File: src/rtl/sort_pkg.sv
`default_nettype none
// ============================================================================
// Module  : sort_pkg
// Purpose : Shared types and constants for the sort controller and the
//           bubble-sort engine it sequences.
// Contents: state_t    - controller state encoding
//           CAPACITY   - default packet capacity (2**AWIDTH_DEF words)
//           capacity() - capacity in words for a given address width
// Revision: 1.0 - initial release
// ============================================================================
package sort_pkg;

   localparam int AWIDTH_DEF = 4;
   localparam int CAPACITY   = 1 << AWIDTH_DEF;

   typedef enum logic [2:0] {
      ST_IDLE  = 3'd0,
      ST_FILL  = 3'd1,
      ST_START = 3'd2,
      ST_SORT  = 3'd3,
      ST_DRAIN = 3'd4
   } state_t;

   function automatic int capacity(input int aw);
      return 1 << aw;
   endfunction

endpackage
`default_nettype wire

File: src/rtl/sort_ctrl_if.sv
`default_nettype none
// ============================================================================
// Module  : sort_ctrl_if
// Purpose : Bundles the packet input, engine and packet output signals of
//           the sort controller.
// Ports   : master - controller side (drives ready/write/start/read/output)
//           slave  - environment side (packet source, engine, consumer)
// Revision: 1.0 - initial release
// ============================================================================
interface sort_ctrl_if #(
   parameter int DWIDTH = 8,
   parameter int AWIDTH = 4
) ();

   // packet input
   logic [DWIDTH-1:0] data_i;
   logic              sop_i;
   logic              eop_i;
   logic              val_i;
   logic              ready_o;
   // engine write port
   logic              wr_en_o;
   logic [AWIDTH-1:0] wr_addr_o;
   logic [DWIDTH-1:0] wr_data_o;
   // engine control
   logic              do_work_o;
   logic [AWIDTH-1:0] wrpntr_o;
   logic              done_i;
   // engine read port
   logic              rd_req_o;
   logic [AWIDTH-1:0] rd_addr_o;
   logic [DWIDTH-1:0] rd_data_i;
   // packet output
   logic [DWIDTH-1:0] data_o;
   logic              val_o;
   logic              sop_o;
   logic              eop_o;
   logic              err_o;

   modport master (
      input  data_i, sop_i, eop_i, val_i, done_i, rd_data_i,
      output ready_o, wr_en_o, wr_addr_o, wr_data_o, do_work_o, wrpntr_o,
             rd_req_o, rd_addr_o, data_o, val_o, sop_o, eop_o, err_o
   );

   modport slave (
      output data_i, sop_i, eop_i, val_i, done_i, rd_data_i,
      input  ready_o, wr_en_o, wr_addr_o, wr_data_o, do_work_o, wrpntr_o,
             rd_req_o, rd_addr_o, data_o, val_o, sop_o, eop_o, err_o
   );

endinterface
`default_nettype wire

File: src/rtl/sort_wdog.sv
`default_nettype none
// ============================================================================
// Module  : sort_wdog
// Purpose : Sort-phase watchdog. The counter holds the number of cycles
//           elapsed since the start strobe; expiry flags when it reaches
//           all-ones while the sort is still running.
// Ports   : clk_i, srst_i - clock, synchronous active-high reset
//           clear_i       - start strobe (restarts the count)
//           run_i         - controller is waiting for the engine
//           expire_o      - timeout reached this cycle
// Revision: 1.0 - initial release
// ============================================================================
module sort_wdog #(
   parameter int WDOG_W = 12
) (
   input  logic clk_i,
   input  logic srst_i,
   input  logic clear_i,
   input  logic run_i,
   output logic expire_o
);

   logic [WDOG_W-1:0] count;

   assign expire_o = run_i && (count == '1);

   always_ff @(posedge clk_i) begin
      if (srst_i) begin
         count <= '0;
      end else if (clear_i) begin
         // the first wait cycle already counts as one elapsed cycle
         count <= WDOG_W'(1);
      end else if (run_i && !expire_o) begin
         count <= count + 1'b1;
      end
   end

endmodule
`default_nettype wire

File: src/rtl/sort_ctrl.sv
`default_nettype none
// ============================================================================
// Module  : sort_ctrl
// Purpose : Packet-level sequencer for the bubble-sort engine: collects one
//           packet into engine memory, strobes the sort, waits for done and
//           reads the sorted words back out as a framed packet.
// Ports   : clk_i  - clock
//           srst_i - synchronous active-high reset
//           bus    - sort_ctrl_if.master (input packet, engine write/read,
//                    start/done, output packet, err_o)
// Config  : SORT_CTRL_WDOG_EN - enables the sort-phase watchdog (sort_wdog);
//           without it err_o is tied low and SORT waits indefinitely.
// Revision: 1.0 - initial release
// ============================================================================
module sort_ctrl
   import sort_pkg::*;
#(
   parameter int DWIDTH = 8,
   parameter int AWIDTH = 4,
   parameter int WDOG_W = 12
) (
   input  logic        clk_i,
   input  logic        srst_i,
   sort_ctrl_if.master bus
);

   localparam logic [AWIDTH:0] CNT_FULL = (AWIDTH+1)'(capacity(AWIDTH));
   localparam logic [AWIDTH:0] CNT_ONE  = (AWIDTH+1)'(1);

   state_t            state, state_nxt;
   logic [AWIDTH:0]   cnt, cnt_nxt, cnt_m1;
   logic [AWIDTH-1:0] last_idx, rd_idx;
   logic              ready, accept, do_work, rd_req;
   logic              rd_all;                     // every address issued
   logic              rd_vld, rd_first, rd_last;  // aligned with rd_data_i
   logic              wdog_expire;

   assign cnt_m1   = cnt - 1'b1;
   assign last_idx = cnt_m1[AWIDTH-1:0];

   // Combinational outputs are forced low during reset so nothing leaks
   // out of a packet that is being discarded.
   assign ready   = ((state == ST_IDLE) || (state == ST_FILL)) && !srst_i;
   assign accept  = bus.val_i && ready;
   assign do_work = (state == ST_START) && (cnt > CNT_ONE) && !srst_i;
   assign rd_req  = (state == ST_DRAIN) && !rd_all && !srst_i;

   assign bus.ready_o   = ready;
   assign bus.do_work_o = do_work;
   assign bus.rd_req_o  = rd_req;
   assign bus.rd_addr_o = rd_idx;
   assign bus.wrpntr_o  = ((state == ST_START) || (state == ST_SORT) ||
                           (state == ST_DRAIN)) && !srst_i ? last_idx : '0;

`ifdef SORT_CTRL_WDOG_EN
   sort_wdog #(
      .WDOG_W (WDOG_W)
   ) u_wdog (
      .clk_i    (clk_i),
      .srst_i   (srst_i),
      .clear_i  (do_work),
      .run_i    (state == ST_SORT),
      .expire_o (wdog_expire)
   );
`else
   assign wdog_expire = 1'b0;
`endif

   // done_i arriving in the expiry cycle still wins
   assign bus.err_o = (state == ST_SORT) && wdog_expire && !bus.done_i && !srst_i;

   always_ff @(posedge clk_i) begin
      if (srst_i) begin
         state <= ST_IDLE;
         cnt   <= '0;
      end else begin
         state <= state_nxt;
         cnt   <= cnt_nxt;
      end
   end

   always_comb begin
      state_nxt     = state;
      cnt_nxt       = cnt;
      bus.wr_en_o   = 1'b0;
      bus.wr_addr_o = '0;
      bus.wr_data_o = '0;
      case (state)
         ST_IDLE: begin
            // words outside a packet are dropped until a sop arrives
            if (accept && bus.sop_i) begin
               bus.wr_en_o   = 1'b1;
               bus.wr_data_o = bus.data_i;
               cnt_nxt       = CNT_ONE;
               state_nxt     = bus.eop_i ? ST_START : ST_FILL;
            end
         end
         ST_FILL: begin
            if (accept) begin
               if (bus.sop_i) begin
                  bus.wr_en_o   = 1'b1;
                  bus.wr_data_o = bus.data_i;
                  cnt_nxt       = CNT_ONE;
               end else if (cnt != CNT_FULL) begin
                  bus.wr_en_o   = 1'b1;
                  bus.wr_addr_o = cnt[AWIDTH-1:0];
                  bus.wr_data_o = bus.data_i;
                  cnt_nxt       = cnt + 1'b1;
               end
               if (bus.eop_i) begin
                  state_nxt = ST_START;
               end
            end
         end
         ST_START: begin
            // a single word is already sorted: skip the engine
            state_nxt = (cnt > CNT_ONE) ? ST_SORT : ST_DRAIN;
         end
         ST_SORT: begin
            if (bus.done_i) begin
               state_nxt = ST_DRAIN;
            end else if (wdog_expire) begin
               state_nxt = ST_IDLE;
            end
         end
         ST_DRAIN: begin
            // stay until the last word has left the output register
            if (bus.eop_o) begin
               state_nxt = ST_IDLE;
            end
         end
         default: state_nxt = ST_IDLE;
      endcase
   end

   // Read sequencing and output pipeline: request -> engine data -> output.
   always_ff @(posedge clk_i) begin
      if (srst_i) begin
         rd_idx     <= '0;
         rd_all     <= 1'b0;
         rd_vld     <= 1'b0;
         rd_first   <= 1'b0;
         rd_last    <= 1'b0;
         bus.data_o <= '0;
         bus.val_o  <= 1'b0;
         bus.sop_o  <= 1'b0;
         bus.eop_o  <= 1'b0;
      end else begin
         if (state != ST_DRAIN) begin
            rd_idx <= '0;
            rd_all <= 1'b0;
         end else if (rd_req) begin
            rd_idx <= rd_idx + 1'b1;
            if (rd_idx == last_idx) begin
               rd_all <= 1'b1;
            end
         end
         rd_vld     <= rd_req;
         rd_first   <= rd_req && (rd_idx == '0);
         rd_last    <= rd_req && (rd_idx == last_idx);
         bus.val_o  <= rd_vld;
         bus.sop_o  <= rd_first;
         bus.eop_o  <= rd_last;
         bus.data_o <= rd_vld ? bus.rd_data_i : '0;
      end
   end

endmodule
`default_nettype wire

File: src/flat_wrapper.sv
// flat-port wrapper written by rule: the top's interface ports become plain ports
module sort_ctrl_flat import sort_pkg::*;
#(
   parameter int DWIDTH = 8,
   parameter int AWIDTH = 4,
   parameter int WDOG_W = 12
)
  (clk_i, srst_i, bus_data_i, bus_sop_i, bus_eop_i, bus_val_i, bus_done_i, bus_rd_data_i, bus_ready_o, bus_wr_en_o, bus_wr_addr_o, bus_wr_data_o, bus_do_work_o, bus_wrpntr_o, bus_rd_req_o, bus_rd_addr_o, bus_data_o, bus_val_o, bus_sop_o, bus_eop_o, bus_err_o);
  sort_ctrl_if #(.DWIDTH(DWIDTH), .AWIDTH(AWIDTH)) bus_i ();
  input  logic clk_i;
  input  logic srst_i;
  input wire logic [$bits(bus_i.data_i)-1:0] bus_data_i;
  input wire logic [$bits(bus_i.sop_i)-1:0] bus_sop_i;
  input wire logic [$bits(bus_i.eop_i)-1:0] bus_eop_i;
  input wire logic [$bits(bus_i.val_i)-1:0] bus_val_i;
  input wire logic [$bits(bus_i.done_i)-1:0] bus_done_i;
  input wire logic [$bits(bus_i.rd_data_i)-1:0] bus_rd_data_i;
  output wire logic [$bits(bus_i.ready_o)-1:0] bus_ready_o;
  output wire logic [$bits(bus_i.wr_en_o)-1:0] bus_wr_en_o;
  output wire logic [$bits(bus_i.wr_addr_o)-1:0] bus_wr_addr_o;
  output wire logic [$bits(bus_i.wr_data_o)-1:0] bus_wr_data_o;
  output wire logic [$bits(bus_i.do_work_o)-1:0] bus_do_work_o;
  output wire logic [$bits(bus_i.wrpntr_o)-1:0] bus_wrpntr_o;
  output wire logic [$bits(bus_i.rd_req_o)-1:0] bus_rd_req_o;
  output wire logic [$bits(bus_i.rd_addr_o)-1:0] bus_rd_addr_o;
  output wire logic [$bits(bus_i.data_o)-1:0] bus_data_o;
  output wire logic [$bits(bus_i.val_o)-1:0] bus_val_o;
  output wire logic [$bits(bus_i.sop_o)-1:0] bus_sop_o;
  output wire logic [$bits(bus_i.eop_o)-1:0] bus_eop_o;
  output wire logic [$bits(bus_i.err_o)-1:0] bus_err_o;
  assign bus_i.data_i = bus_data_i;
  assign bus_i.sop_i = bus_sop_i;
  assign bus_i.eop_i = bus_eop_i;
  assign bus_i.val_i = bus_val_i;
  assign bus_i.done_i = bus_done_i;
  assign bus_i.rd_data_i = bus_rd_data_i;
  assign bus_ready_o = bus_i.ready_o;
  assign bus_wr_en_o = bus_i.wr_en_o;
  assign bus_wr_addr_o = bus_i.wr_addr_o;
  assign bus_wr_data_o = bus_i.wr_data_o;
  assign bus_do_work_o = bus_i.do_work_o;
  assign bus_wrpntr_o = bus_i.wrpntr_o;
  assign bus_rd_req_o = bus_i.rd_req_o;
  assign bus_rd_addr_o = bus_i.rd_addr_o;
  assign bus_data_o = bus_i.data_o;
  assign bus_val_o = bus_i.val_o;
  assign bus_sop_o = bus_i.sop_o;
  assign bus_eop_o = bus_i.eop_o;
  assign bus_err_o = bus_i.err_o;
  sort_ctrl #(.DWIDTH(DWIDTH), .AWIDTH(AWIDTH), .WDOG_W(WDOG_W)) u_core (.clk_i(clk_i), .srst_i(srst_i), .bus(bus_i));
endmodule
File: config.mk
export PLATFORM = sky130hd
export DESIGN_NAME = sort_ctrl_flat
export DESIGN_NICKNAME = d
export VERILOG_FILES = /design/src/rtl/sort_pkg.sv /design/src/rtl/sort_ctrl_if.sv /design/src/rtl/sort_wdog.sv /design/src/rtl/sort_ctrl.sv /design/src/flat_wrapper.sv
export SDC_FILE = /design/constraint.sdc
export NUM_CORES = 1
export LEC_CHECK = 0
export BUFFER_PORTS_ARGS = -buffer_cell sky130_fd_sc_hd__buf_4
export CORE_MARGIN = 2
export CORE_UTILIZATION = 43
export CTS_CLUSTER_SIZE = 8
export DETAILED_ROUTE_END_ITERATION = 8
export GPL_ROUTABILITY_DRIVEN = 0
export PLACE_DENSITY_LB_ADDON = 0.25
export SLEW_MARGIN = 10
export SYNTH_ARGS = -nofsm -noshare
export SYNTH_HDL_FRONTEND = slang
export SYNTH_SLANG_ARGS = --single-unit
File: constraint.sdc
create_clock -name clk_i -period 1.8 [get_ports clk_i]
set_input_delay 0.36 -clock clk_i [delete_from_list [all_inputs] [get_ports clk_i]]
set_output_delay 0.36 -clock clk_i [all_outputs]
set_load 0.01 [all_outputs]
==> flow_summary.toml <==
[place]
port_buffers = 56
dp.cells = 267
dp_hpwl_um = 2830
dp_worst_setup_slack_ns = -0.141

[drt]
wl_um = 4180
vias_per_cell = 5.18
dr.pass1.iters = 4
drc = 0
wire_per_inst_um = 14.6
route.vias.total = 1476
drt_iter0_markers = 46
ant_nets = 0

[cells_and_area]
utilization = 0.735
fin_cells = 285
drive_gt1_frac = 0.502
insertedDiodeCount = 0
nNetsFinal = 270
area_growth_pct = 61.2

[logic_synthesis]
synth_top_area_share = 0.385
synthTopCellsByArea = "dfxtp_1 39%, and2_1 8.0%, ha_1 5.4%"
synth_fp_nets = 191
synthDistinctLibCells = 39
netlist_instances = 163
avgSynthCellArea_um2 = 8.60
synth_largest_area_cell = "dfxtp_1"
ys_seq_area_frac = 0.385
synth_area_um2 = 1400
yosys_warnings = 0
synth-seq-cells = 27

[power]
ir_worst_vdd_v = 0.000470
total_power_mw = 1.35
total_leakage_power_nw = 1.05
p_per_area_nw_per_um2 = 597

[critical_path]
r2r-start = "u_core.state[1]$_SDFFE_PP0P_"
crit_end = "bus_wr_data_o[7]"
worst_path_max_delay_cell = "or4b_4"
critPathArrivalTime_ns = 1.81
required_ns = 1.44
cp.depth = 5
cp_num_buf_inv = 2
worstPathMaxFanout = 10
cpLargestDelayFamily = "simple AND/OR/NAND/NOR gates"
end_kind = "primary output"
crit_type = "flop to primary output"
reg2reg_to = "u_core.cnt[3]$_SDFFE_PP0P_"
crit_start = "u_core.state[1]$_SDFFE_PP0P_"
path_cells = "or4b_4 > a211oi_4 > buf_6 > and2_4 > buf_4"
cpPeakStageDelay_ns = 0.56
r2r_cells = 7
worst_setup_path_start_kind = "flop"
worst-r2r-setup-slack_ns = -0.08

[clock_network]
cts_max_path_buffers = 2
clock_latency_ns = 0.34
cts.htree.levels = 1
hold_buffers = 0
cts_num_sinks = 27
clk_pin_slew_ns = 0.16
root_buffer = "clkbuf_4"
cts_inserted_buffers = 3
cts_tree = "yes"

[job]
cap_violations = 0

[grt]
grt_pass1_wl_um = 5780
gr-usage-all-layers = 0.208
grt_max_degree = 17
grt_pass1_vias = 1313
antenna_found_initial = 0
grt_overflow = 0

[floorplanning]
start_util = 0.456
die_w_um = 61.1
rows = 20
dieArea_um2 = 3730
die_y_um = 61.1
io_pins = 58
core_region_area_um2 = 3080

[timing]
fin_crit_sh = 1.21
hold_viol = 0
holdWs_ns = 0.217
finalMaxSlewViolations = 0
setup_ws_ns = -0.369
max_freq_mhz = 461
period_minus_slack_ns = 2.17
setup_violations = 22
fin_skew_ns = 0.00976
rsz0062_at_grt = "true"

[run_status]
violations = "setup timing"
status = "complete, but fails checks"

[worst_hold_path]
hold_path.class = "input pin to flop"
hold_start = "bus_rd_data_i[2]"
## stage by stage
stage               TNS, ns  instance area, µm²
finish                -4.78                2260
global route          -6.14                2260
CTS                   -4.67                2180
detailed placement    -1.58                1980
global placement      -1.20                1980
floorplan            -0.120                1450
## layout make-up
class	count	area, µm²
multi-input cells	118	941
clock inverters	1	6.26
flip-flops and latches	27	548
fillers	246	817
well taps	44	55.1
clock buffers	3	22.5
inverters	8	35.0
repair buffers	84	653
## synthesized netlist by cell type (all sizes together)
library cell and count:
dfxtp 27, nor2 20, and2 18, inv 8, nand2 8, clkbuf 7
nor3 7, a21oi 6, ha 6, nor2b 6, o21ai 5, xor2 5
nand3b 4, and3 3, buf 3, nand4 3, nor3b 3, xnor2 3
a32o 2, mux2i 2, or4b 2, a2111oi 1, a211o 1, a211oi 1
a21o 1, a31o 1, a31oi 1, and4bb 1, conb 1, nand2b 1
nand3 1, nor4 1, o21a 1, o311a 1, or2 1, xnor3 1
## timing repair
action / in CTS / in global routing
resized for setup: 21 / 10
pin swaps: 11 / 5
setup endpoints to repair: 21 / 25
setup buffers: 11 / 4
## sequential cells by signal (all words and copies together) (netlist names), 3 cells and up
signal and flops:
u_core.cnt 5, u_core.state 3, u_core.bus.data_o 8, u_core.bus.rd_addr_o 4
## cells in the final DEF (no fill, tap or decap), drive strengths merged, types with 3 or more instances in the layout
| master | n |
|---|---|
| nor2 | 20 |
| nor3 | 7 |
| dfxtp | 27 |
| nor3b | 3 |
| nor2b | 6 |
| buf | 84 |
| o21ai | 5 |
| ha | 6 |
| and3 | 3 |
| xnor2 | 3 |
| and2 | 18 |
| clkbuf | 3 |
| xor2 | 5 |
| nand4 | 3 |
| nand3b | 4 |
| a21oi | 6 |
| nand2 | 8 |
| inv | 9 |
## worst min-delay path by stage
stage | end | slack (ns) | cells past startpoint
3_3_place_gp | u_core.bus.eop_o$_SDFF_PP0_ | 0.42 | 1
5_1_grt | u_core.bus.data_o[4]$_SDFF_PP0_ | 0.20 | 2
3_5_place_dp | u_core.bus.sop_o$_SDFF_PP0_ | 0.43 | 1
4_1_cts | u_core.bus.data_o[7]$_SDFF_PP0_ | 0.21 | 2
6_report | u_core.bus.data_o[2]$_SDFF_PP0_ | 0.22 | 2
2_1_floorplan | u_core.bus.eop_o$_SDFF_PP0_ | 0.41 | 1
## kinds of logic after synthesis
| family | count (synthesis) | synth area share |
|---|---|---|
| simple gates | 79 | 0.314 |
| flops | 27 | 0.385 |
| fa+ha+maj | 6 | 0.0535 |
| mux | 2 | 0.0143 |
| buf+inv | 18 | 0.0544 |
| xor+xnor | 9 | 0.0660 |
| other cells | 1 | 0.00267 |
| compound gates | 21 | 0.110 |
## routing by layer
layer	vias up	track usage	wire, µm
li1	696	-	-
met3	12	0.0315	326
met1	689	0.232	1490
met4	0	0.0559	89
met2	79	0.404	2260
met5	-	0	0
## power breakdown
group / leakage [nW] / internal, mW / switching [mW]
logic: 0.808 / 0.226 / 0.211
registers: 0.220 / 0.618 / 0.0120
clock network: 0.0183 / 0.0870 / 0.194
total: 1.05 / 0.931 / 0.417
(Power assumes the default switching activity.)
